===== config.mk =====
export PLATFORM = sky130hd
export DESIGN_NAME = rtlmem_rdctl3x_flat
export DESIGN_NICKNAME = d
export VERILOG_FILES = /design/src/rtl/rtlmem_rdctl3x_if.sv /design/src/rtl/rtlmem_rdctl3x.sv /design/src/flat_wrapper.sv
export SDC_FILE = /design/constraint.sdc
export NUM_CORES = 1
export LEC_CHECK = 0
export BUFFER_PORTS_ARGS = -buffer_cell sky130_fd_sc_hd__buf_2
export CORE_MARGIN = 2
export CORE_UTILIZATION = 55
export DETAILED_ROUTE_END_ITERATION = 6
export PLACE_DENSITY = 0.88
export SYNTH_ARGS = -nofsm -noshare
export SYNTH_HDL_FRONTEND = slang
export SYNTH_SLANG_ARGS = --single-unit

===== constraint.sdc =====
create_clock -name clk -period 5.4 [get_ports clk]
set_clock_uncertainty 0.1 [all_clocks]
set_input_delay 1.35 -clock clk [delete_from_list [all_inputs] [get_ports clk]]
set_output_delay 1.35 -clock clk [all_outputs]
set_load 0.005 [all_outputs]

===== src/rtl/rtlmem_rdctl3x_if.sv =====
// Command/response handshake bundle between a client and the rtlmem_rdctl3x read controller.
// The client holds the master side; the controller holds the slave side.
interface rtlmem_rdctl3x_if #(
    parameter int G_ADDR  = 10,
    parameter int G_WIDTH = 16
);
    logic               cmd_vld;
    logic               cmd_rdy;
    logic               cmd_we;
    logic [G_ADDR-1:0]  cmd_ad;
    logic [G_WIDTH-1:0] cmd_di;
    logic               rsp_vld;
    logic               rsp_rdy;
    logic [G_WIDTH-1:0] rsp_do;

    modport master (
        output cmd_vld, cmd_we, cmd_ad, cmd_di, rsp_rdy,
        input  cmd_rdy, rsp_vld, rsp_do
    );

    modport slave (
        input  cmd_vld, cmd_we, cmd_ad, cmd_di, rsp_rdy,
        output cmd_rdy, rsp_vld, rsp_do
    );
endinterface


===== src/rtl/rtlmem_rdctl3x.sv =====
// Client-side controller for a fixed-latency shared memory port: credit-limited read issue,
// in-flight tagging, a response FIFO, and drain-then-clear sequencing of the memory.
module rtlmem_rdctl3x #(
    parameter int G_ADDR       = 10,
    parameter int G_WIDTH      = 16,
    parameter int G_LAT        = 3,
    parameter int G_FIFO_DEPTH = 4,
    parameter int G_CLR_ON_RST = 1
) (
    input  logic               clk,
    input  logic               rst,
    input  logic               clr_req,
    output logic               clr_busy,
    rtlmem_rdctl3x_if.slave    bus,
    output logic [G_ADDR-1:0]  memad,
    output logic               memwe,
    output logic [G_WIDTH-1:0] memdi,
    output logic               memre,
    input  logic [G_WIDTH-1:0] memdo,
    output logic               memclren,
    input  logic               memclrrdy
);
    typedef enum logic [1:0] {ST_RUN, ST_DRAIN, ST_CLEAR} state_t;

    localparam state_t ST_RESET = (G_CLR_ON_RST != 0) ? ST_CLEAR : ST_RUN;
    localparam int     PW       = $clog2(G_FIFO_DEPTH);
    localparam int     CW       = $clog2(G_FIFO_DEPTH + 1);

    state_t             state;
    state_t             state_nxt;
    logic [CW-1:0]      credit;
    logic [CW-1:0]      inflight;
    logic [CW-1:0]      fifo_cnt;
    logic [G_LAT:0]     rd_tag;
    logic [G_WIDTH-1:0] fifo_mem [G_FIFO_DEPTH];
    logic [PW-1:0]      wr_ptr;
    logic [PW-1:0]      rd_ptr;
    logic               acc;
    logic               rd_acc;
    logic               push;
    logic               pop;

    assign bus.cmd_rdy = !rst && (state == ST_RUN) && (credit != '0);
    assign acc         = bus.cmd_vld && bus.cmd_rdy;
    assign rd_acc      = acc && !bus.cmd_we;
    assign push        = rd_tag[G_LAT];
    assign bus.rsp_vld = (fifo_cnt != '0);
    assign pop         = bus.rsp_vld && bus.rsp_rdy;
    assign bus.rsp_do  = fifo_mem[rd_ptr];
    assign clr_busy    = (state != ST_RUN);

    // NOTE: next-state is defaulted to the current state first so no path leaves it unassigned (no latch).
    always_comb begin
        state_nxt = state;
        unique case (state)
            ST_RUN:   if (clr_req)          state_nxt = ST_DRAIN;
            ST_DRAIN: if (inflight == '0)   state_nxt = ST_CLEAR;
            ST_CLEAR: if (memclrrdy)        state_nxt = ST_RUN;
            default:                        state_nxt = ST_RUN;
        endcase
    end

    // NOTE: all state registers use non-blocking assignments so every flop samples pre-edge values.
    always_ff @(posedge clk or posedge rst) begin
        if (rst) state <= ST_RESET;
        else     state <= state_nxt;
    end

    // Memory port is registered; address/data hold between commands, strobes are one-cycle pulses.
    always_ff @(posedge clk or posedge rst) begin
        if (rst) begin
            memad    <= '0;
            memdi    <= '0;
            memwe    <= 1'b0;
            memre    <= 1'b0;
            memclren <= 1'b0;
        end else begin
            memwe    <= acc && bus.cmd_we;
            memre    <= rd_acc;
            memclren <= (state_nxt == ST_CLEAR);
            if (acc) begin
                memad <= bus.cmd_ad;
                memdi <= bus.cmd_di;
            end
        end
    end

    // Credits reserve a FIFO slot at issue time, so credit + inflight + fifo_cnt stays at G_FIFO_DEPTH.
    always_ff @(posedge clk or posedge rst) begin
        if (rst) begin
            rd_tag   <= '0;
            inflight <= '0;
            credit   <= CW'(G_FIFO_DEPTH);
            fifo_cnt <= '0;
            wr_ptr   <= '0;
            rd_ptr   <= '0;
        end else begin
            rd_tag   <= {rd_tag[G_LAT-1:0], rd_acc};
            inflight <= inflight + CW'(rd_acc) - CW'(push);
            credit   <= credit + CW'(pop) - CW'(rd_acc);
            fifo_cnt <= fifo_cnt + CW'(push) - CW'(pop);
            if (push) wr_ptr <= wr_ptr + PW'(1);
            if (pop)  rd_ptr <= rd_ptr + PW'(1);
        end
    end

    // NOTE: the FIFO array is reset on purpose: it is only a few registers and rsp_do must read zero after reset.
    always_ff @(posedge clk or posedge rst) begin
        if (rst) begin
            for (int i = 0; i < G_FIFO_DEPTH; i++) fifo_mem[i] <= '0;
        end else if (push) begin
            fifo_mem[wr_ptr] <= memdo;
        end
    end

    a_no_overflow: assert property (@(posedge clk) disable iff (rst)
        !(push && (fifo_cnt == CW'(G_FIFO_DEPTH))));
endmodule


===== src/flat_wrapper.sv =====
// flat-port wrapper written by rule: the top's interface ports become plain ports
module rtlmem_rdctl3x_flat 
#(
    parameter int G_ADDR       = 10,
    parameter int G_WIDTH      = 16,
    parameter int G_LAT        = 3,
    parameter int G_FIFO_DEPTH = 4,
    parameter int G_CLR_ON_RST = 1
)
  (clk, rst, clr_req, clr_busy, memad, memwe, memdi, memre, memdo, memclren, memclrrdy, bus_cmd_vld, bus_cmd_we, bus_cmd_ad, bus_cmd_di, bus_rsp_rdy, bus_cmd_rdy, bus_rsp_vld, bus_rsp_do);
  rtlmem_rdctl3x_if #(.G_ADDR(G_ADDR), .G_WIDTH(G_WIDTH)) bus_i ();
  input  logic clk;
  input  logic rst;
  input  logic clr_req;
  output logic clr_busy;
  output logic [G_ADDR-1:0] memad;
  output logic memwe;
  output logic [G_WIDTH-1:0] memdi;
  output logic memre;
  input  logic [G_WIDTH-1:0] memdo;
  output logic memclren;
  input  logic memclrrdy;
  input wire logic [$bits(bus_i.cmd_vld)-1:0] bus_cmd_vld;
  input wire logic [$bits(bus_i.cmd_we)-1:0] bus_cmd_we;
  input wire logic [$bits(bus_i.cmd_ad)-1:0] bus_cmd_ad;
  input wire logic [$bits(bus_i.cmd_di)-1:0] bus_cmd_di;
  input wire logic [$bits(bus_i.rsp_rdy)-1:0] bus_rsp_rdy;
  output wire logic [$bits(bus_i.cmd_rdy)-1:0] bus_cmd_rdy;
  output wire logic [$bits(bus_i.rsp_vld)-1:0] bus_rsp_vld;
  output wire logic [$bits(bus_i.rsp_do)-1:0] bus_rsp_do;
  assign bus_i.cmd_vld = bus_cmd_vld;
  assign bus_i.cmd_we = bus_cmd_we;
  assign bus_i.cmd_ad = bus_cmd_ad;
  assign bus_i.cmd_di = bus_cmd_di;
  assign bus_i.rsp_rdy = bus_rsp_rdy;
  assign bus_cmd_rdy = bus_i.cmd_rdy;
  assign bus_rsp_vld = bus_i.rsp_vld;
  assign bus_rsp_do = bus_i.rsp_do;
  rtlmem_rdctl3x #(.G_ADDR(G_ADDR), .G_WIDTH(G_WIDTH), .G_LAT(G_LAT), .G_FIFO_DEPTH(G_FIFO_DEPTH), .G_CLR_ON_RST(G_CLR_ON_RST)) u_core (.clk(clk), .rst(rst), .clr_req(clr_req), .clr_busy(clr_busy), .bus(bus_i), .memad(memad), .memwe(memwe), .memdi(memdi), .memre(memre), .memdo(memdo), .memclren(memclren), .memclrrdy(memclrrdy));
endmodule

======== After elaboration in Yosys (flattened, before gate mapping) ========
Index checks and enable logic that the tools add are counted.
word-level totals
  flip-flop bits (word level) ............. 112
  input port bits ......................... 49
  output and inout port bits .............. 48
  word-level logic and storage cells ...... 56
operators by class
  add/sub/neg operators ................... 8
  $lt $le $gt $ge ......................... 3
  equality and inequality tests ........... 3
  multiplexer cells ....................... 10
  bitwise gates (word level) .............. 2
  reduce and logical (&&, ||, !) cells .... 14
operators by type and width
  cell                 number
  $bwmux 64            1
  $mux 16              3
  $bmux 16 s2          1
  $demux 16 s2         1
  $add 3x1->3          3
  $sub 3x1->3          3
  $logic_and 1x1->1    7
  $ge 3x3->1 const B   2
  $mux 2               3
  $not 2->3            2
  $pmux 2 s3           1
  $reduce_bool 3->1    2
  $add 2x1->2 const B  2
  $eq 2x2->1 const B   2
  $logic_not 3->1      1
  $lt 3x1->1 const B   1
  $eq 2x1->1 const B   1
  $logic_not 1->1      2
  $logic_not 2->1      1
  $reduce_bool 2->1    1

======== Logic depth before layout (Yosys ltp) ========
Gate-level depths: netlist of run 1.
  word-level depth ........................ 7
  depth in mapped cells ................... 8
  gate-level depth less buffers ........... 8

======== Least setup slack after synthesis of run 1 ========
Ideal clock, no wire load.
  path kind ............................... input -> register
  start ................................... input port rst
  end ..................................... register u_core.credit[2]
  setup time .............................. 75 ps
  data arrival time ....................... 3203 ps
  required time ........................... 5225 ps
  setup slack ............................. 2022 ps
  stages .................................. 7
  buffers on the path ..................... 0
  cells stage by stage .................... or4b_1 nor3_1 xor2_1 ha_1 fa_1 xnor2_1 xnor2_1
on the way
  cells in the longest elaborated chain, start to end .. 6
ends and longest elaborated chain
  element                         RTL line               text
  start: declaration              flat_wrapper.sv:13     input logic rst;
  $logic_not 1->1 (no line)       n/a
  $logic_and 1x1->1 (2 in a row)  rtlmem_rdctl3x.sv:43   assign bus.cmd_rdy = !rst && (state == ST_RUN) && (credit != '0);
  $logic_and 1x1->1               rtlmem_rdctl3x.sv:44   assign acc = bus.cmd_vld && bus.cmd_rdy;
  $logic_and 1x1->1               rtlmem_rdctl3x.sv:45   assign rd_acc = acc && !bus.cmd_we;
  net u_core.rd_acc               rtlmem_rdctl3x.sv:39   logic rd_acc;
  $sub 3x1->3                     rtlmem_rdctl3x.sv:100  credit <= credit + CW'(pop) - CW'(rd_acc);
  end signal: assignment          rtlmem_rdctl3x.sv:93   credit <= CW'(G_FIFO_DEPTH);
  end signal: assignment          rtlmem_rdctl3x.sv:100
  end: declaration                rtlmem_rdctl3x.sv:31   logic [CW-1:0] credit;
The timed path passes the listed nets, and every way through them passes these cells.
A chain may end at the register's enable or synchronous reset.

======== Worst setup path after layout of run 1 ========
  start ................................... register u_core.rd_ptr[0]
  end ..................................... output port bus_rsp_do[8]
on the way
  cells in the longest elaborated chain, start to end .. 4
ends and longest elaborated chain
  element                                     RTL line               text
  start: declaration                          rtlmem_rdctl3x.sv:37   logic [PW-1:0] rd_ptr;
  start signal: assignment                    rtlmem_rdctl3x.sv:103  if (pop) rd_ptr <= rd_ptr + PW'(1);
  $not 2->3 (implied by the code)             rtlmem_rdctl3x.sv:49   assign bus.rsp_do = fifo_mem[rd_ptr];
  $bmux 16 s2                                 rtlmem_rdctl3x.sv:49
  $mux 16 (implied by the code) (2 in a row)  rtlmem_rdctl3x.sv:49
  end: declaration                            flat_wrapper.sv:30     output wire logic [$bits(bus_i.rsp_do)-1:0] bus_rsp_do;
Every way passes these cells. The select of a mux whose other input is x is not followed.

==> metrics.cfg, run 1 <==
[outcome]
status=complete, no violations

[global_routing]
antenna_found_initial=0
grt.busiest_layer=met2
grt_usage_pct=19.2
overflow=0
grt_pass1_vias=2959
grtUsageMet3_pct=5.42
grt_use_met1_pct=24.5
grt_max_degree=83
grt_pass1_wl_um=14400
use_met2_pct=32.1

[hold_path]
hold_path.class=flop to flop
hold_start=u_core.rd_tag[1]$_DFF_PP0_

[cells_and_area]
final_common_cell=dfrtp_1
postLayoutCellArea_um2=5500
num_antenna_cells=0
nets=443
nFillCells=594
final_cell_mix=dfrtp_1 (109), buf_2 (96), mux2_2 (70)
fin_cells=493
area_delta_synth_final_pct=15.9
drive_above_1_share_pct=57.2

[clock_tree]
cts_setup_buffers=0
cts_tree=done
ctsHoldBuffers=0
numClockSinks=111
cts_resized=0
cts_root_buf=clkbuf_8
clockBufferDepth=2
clkSlewWorstSetupHoldPaths_ns=0.09
cts_buffers=9
htree_levels=3
clk_latency_ns=0.36

[timing]
setup_viol=0
fmax_mhz=272
tightest_slew_ns=1.12
slew_headroom_pct=25.4
post-route-period-util_pct=68.0
setup_tns_ns=0
min_period_ns=3.67
slew_violations=0
rsz0062_at_grt=no
finalHoldWorstSlack_ns=0.259
hold_viol=0

[synth]
syn_nets=346
yosysSeqAreaShare_pct=58.5
post_synth.cell_area_avg_um2=16.6
synth.distinct_cells=28
yosys_warnings=0
yosysTopAreaCellShare_pct=57.4
synth_seq_cells=111
syn_inst=286
ys_top_cells_by_area=dfrtp_1 (57%), mux2_2 (17%), mux4_2 (7.6%)
syn-cell-area_um2=4750
synth_largest_area_cell=dfrtp_1

[setup_path]
rrSetupSlack_ns=2.67
reg2reg_to=u_core.credit[2]$_DFF_PP1_
cp_num_buf_inv=1
critPathRequiredTime_ns=3.95
slowest_delay_ns=1.09
path_cells=mux4_2 -> buf_2
critical_path_peak_fanout=18
critical_path_arrival_ns=2.22
path_class=flop to primary output
worst_setup_path_end_kind=primary output
r2r-start=u_core.state[0]$_DFF_PP0_
crit_cells=2
critPathCapture=bus_rsp_do[8]
critPathLaunch=u_core.rd_ptr[0]$_DFFE_PP0P_
r2r_cells=7
cpMaxStageDelayCell=dfrtp_1
worst_setup_path_start_kind=flop
cp_top_family=flip-flops

[die]
die_area_um2=9400
core_um2=8300
top_level_ports=97
die_w_um=96.9
rows=33
die_h_um=96.9
start_util_pct=57.2

[pwr]
p_leak_uw=0.00261
fin_total_pwr_uw=3030
combPwrFrac_pct=34.5
p_sw_uw=877
power_frac_clock_pct=17.1
pwr-share-seq_pct=48.5
powerDensity_nw_per_um2=550
switching_share_pct=29.0
ir_worst_vdd_uv=287
internal_power_uw=2150

[placement]
post_dp_cell_area_um2=5290
dp_hpwl_um=5680
dp.cells=477
place_congestion=0.684
io_buffer_count=96

[detailed_routing]
drc=0
post_drt_wl_per_cell_um=17.1
viasPerCell=5.36
drtPass1Iterations=4
drtIter0Drc=69
drt_wl_total_um=8410
vias=2642
ant_nets=0

[flow_run]
drv_cap=0

## power by group through the flow
stage                     Sequential, uW  Combinational (uW)  Clock (uW)
after floorplan                     1370                 797           0
after global placement              1450                1010           0
after detailed placement            1480                1070           0
after CTS                           1470                1070         526
after global routing                1520                1150         556
final                               1470                1040         516
## worst reg2reg max path: cells and delay by family (launching register included)
| kind | cells | cell delay [ns] |
|---|---|---|
| and+or+nand+nor | 2 | 1.01 |
| adders and majority gates | 2 | 0.62 |
| xor gates and xnor gates | 3 | 0.46 |
| DFF | 1 | 0.45 |
## cells by family (layout without fill, tap and decap cells)
group                    count (synthesis)  after routing  share of synthesized area, %
AO/OA/AOI/OAI                            5              5                         0.658
adder cells (fa/ha/maj)                 11             11                          3.37
multiplexers                           106            106                          30.5
buffers and inverters                   22            124                          2.63
AND/OR/NAND/NOR                         20             20                          2.29
XOR/XNOR                                11             11                          2.03
flip-flops                             111            111                          58.5
## area by class of cell
class	instances	area, um2	share of cell area [%]
timing repair buffer	98	495	9.00
multi-input combinational	153	1850	33.5
tap	105	131	2.39
inverter	10	40.0	0.727
clock inverter	2	38.8	0.705
clock buffer	14	173	3.14
sequential	111	2780	50.5
## synthesized netlist by cell type
master and n:
dfrtp_1 109, mux2_2 70, mux2_4 20, mux4_2 16
inv_1 10, ha_1 8, xnor2_1 8, clkbuf_1 7
nand2_1 6, nor3_1 4, fa_1 3, o21ai_0 3
xor2_1 3, buf_12 2, buf_2 2, dfstp_2 2
nand2b_1 2, a211oi_1 1, and3_1 1, buf_6 1
nand3b_1 1, nor2_1 1, o31a_1 1, or2_1 1
or2_2 1, or2b_1 1, or3_1 1, or4b_1 1
## metrics by stage
stage / utilization, % / setup WS, ns
global route: 66.3 / 1.53
global placement: 63.8 / 1.80
CTS: 66.3 / 1.65
finish: 66.3 / 1.73
detailed placement: 63.8 / 1.66
floorplan: - / 1.02
## layer usage
layer / vias up / part of all wire (%)
li1: 1210 / -
met1: 1334 / 43
met2: 87 / 49
met3: 11 / 6.2
met4: 0 / 1.5
met5: - / 0
## worst min path at each step
stage / endpoint / cells past startpoint
floorplan: u_core.rd_tag[2]$_DFF_PP0_ / 0
global placement: u_core.rd_tag[3]$_DFF_PP0_ / 0
detailed placement: u_core.rd_tag[2]$_DFF_PP0_ / 0
CTS: u_core.rd_tag[2]$_DFF_PP0_ / 0
global route: u_core.rd_tag[2]$_DFF_PP0_ / 0
finish: u_core.rd_tag[2]$_DFF_PP0_ / 0
## registers in the layout (all words and copies together), names as in the netlist
name and flops:
u_core.fifo_cnt 3, u_core.inflight 3, u_core.memwe 1, u_core.fifo_mem 64, u_core.rd_ptr 2, u_core.state 2
u_core.rd_tag 4, u_core.memdi 16, u_core.memad 10, u_core.wr_ptr 2, u_core.memclren 1, u_core.credit 3
Power figures use the tool's default switching activity.
==> inputs of run 2 (changes only) <==
CORE_UTILIZATION = 49   (was 55)
PLACE_DENSITY = 0.83   (was 0.88)
clock period = 3.1 ns   (was 5.4 ns; I/O delays follow)
==> run 2 against run 1 <==
  * Non-clock buffer count is 4 higher
  * Final cell count up 5.7%
  * Die area up 12%
  * Clock power grew 62%
  * Count of clock-buffer cells in the layout fell by 3
  * Via count is 2.5% higher
  * Worst hold slack got worse by 0.0049 ns
  * Sequential share of layout area down 0.47 points
  * Sequential power increased by 69%
  * Cell area increased by 0.93%
  * Largest cell class unchanged
  * Largest power group unchanged
==> metrics.cfg, run 2 (same netlist as run 1, synthesis figures left out) <==
[die]
core_um2=9330
start_util_pct=50.9
die_h_um=102
die_w_um=102
die_area_um2=10500
top_level_ports=97
rows=35

[cells_and_area]
final_cell_mix=dfrtp_1 (109), buf_2 (96), mux2_2 (70)
drive_above_1_share_pct=57.7
fin_cells=521
largest_register=u_core.fifo_mem
top_regs=u_core.fifo_mem (64), u_core.memdi (16), u_core.memad (10)
nets=447
num_antenna_cells=0
final_common_cell=dfrtp_1
area_delta_synth_final_pct=16.9
largest_reg_flops=64

[setup_path]
path_cells=mux4_2 -> buf_2
slowest_delay_ns=0.89
critical_path_arrival_ns=1.83
path_class=flop to primary output
cpMaxStageDelayCell=dfrtp_1
worst_setup_path_end_kind=primary output
worst_setup_path_start_kind=flop
critical_path_peak_fanout=17
critPathRequiredTime_ns=2.22

[clock_tree]
htree_levels=3
cts_root_buf=clkbuf_8
clkSlewWorstSetupHoldPaths_ns=0.10
cts_resized=0
clockBufferDepth=2
numClockSinks=111
cts_tree=done
clk_latency_ns=0.36
cts_setup_buffers=0
cts_buffers=9
ctsHoldBuffers=0

[timing]
slew_violations=0
slew_headroom_pct=44.2
post-route-period-util_pct=87.3
finalHoldWorstSlack_ns=0.254
setup_tns_ns=0
rsz0062_at_grt=no
min_period_ns=2.71
tightest_slew_ns=0.835
hold_viol=0
fmax_mhz=370
setup_viol=0

[outcome]
status=complete, no violations

[pwr]
p_leak_uw=0.00262
ir_worst_vdd_uv=451
internal_power_uw=3690
combPwrFrac_pct=36.4
powerDensity_nw_per_um2=939
power_frac_clock_pct=16.1
p_sw_uw=1530
switching_share_pct=29.3
pwr-share-seq_pct=47.6

[global_routing]
grt_max_degree=53
grt_usage_pct=16.9
grt_pass1_wl_um=13500
antenna_found_initial=0
overflow=0
grt_pass1_vias=2907

[detailed_routing]
viasPerCell=5.20
drtIter0Drc=67
drtPass1Iterations=4
vias=2708
drt_wl_total_um=8330
post_drt_wl_per_cell_um=16.0
drc=0
ant_nets=0

[placement]
place_congestion=0.687
dp_hpwl_um=5890
io_buffer_count=96
dp.cells=505

[flow_run]
drv_cap=0

[hold_path]
hold_path.class=flop to flop

-- run 2: cell types whose count changed in the layout (fill, tap and decap cells not counted), sizes merged --
cell / previous run / this run
clkbuf: 14 / 11
clkinv: 1 / 3
buf: 98 / 102
clkinvlp: 0 / 1
-- run 2: path summary, 6_finish.rpt --
kind | from | endpoint | slack, ns | cells past startpoint
worst max-delay path | u_core.rd_ptr[1]$_DFFE_PP0P_ | bus_rsp_do[8] | 0.39 | 2
worst min-delay path | u_core.rd_tag[2]$_DFF_PP0_ | u_core.rd_tag[3]$_DFF_PP0_ | 0.25 | 0
worst max register to register | u_core.state[0]$_DFF_PP0_ | u_core.credit[2]$_DFF_PP1_ | 0.61 | 7
worst min register to register | u_core.rd_tag[2]$_DFF_PP0_ | u_core.rd_tag[3]$_DFF_PP0_ | 0.25 | 0
max in group asynchronous | rst | u_core.credit[1]$_DFF_PP0_ | 1.89 | 3
min in group asynchronous | rst | u_core.memwe$_DFF_PP0_ | 0.36 | 2
-- run 2: power groups by stage --
stage	Sequential (uW)	Combinational (uW)	Clock [uW]
after floorplan	2380	1390	0
after global placement	2460	1850	0
after detailed placement	2510	1950	0
after CTS	2490	1940	872
after global routing	2560	2100	926
final	2480	1900	838
-- run 2: layout make-up --
cell class	instances	area [um2]
clock buffer	11	131
tap	129	161
multi-input combinational	153	1850
fill	733	3770
clock inverter	5	57.6
inverter	10	41.3
timing repair buffer	102	538
sequential	111	2780
-- run 2: worst max-delay path, delay by kind of cell, from the launching register on --
kind | cells | cell delay (ns)
buffers and inverters | 1 | 0.15
muxes | 1 | 0.44
DFF | 1 | 0.89
-- run 2: layer usage --
layer  routed length (um)  part of all wire, %  vias to the layer above  track usage [%]
met3                  447                  5.4                       11             4.51
met5                    0                    0                        -                0
met4                  109                  1.3                        0             5.23
li1                     -                    -                     1224                -
met1                 3570                   43                     1388             21.2
met2                 4200                   50                       85             29.0
-- run 2: through the flow --
| stage | setup WS, ns | power [uW] | util [%] | cell area, um2 |
|---|---|---|---|---|
| after CTS | 0.341 | 5300 | 59.6 | 5560 |
| after global placement | 0.256 | 4310 | 57.5 | 5370 |
| final | 0.394 | 5220 | 59.6 | 5560 |
| after floorplan | 0.297 | 3770 | - | 4750 |
| after detailed placement | 0.210 | 4450 | 57.5 | 5370 |
| after global routing | 0.296 | 5590 | 59.6 | 5560 |
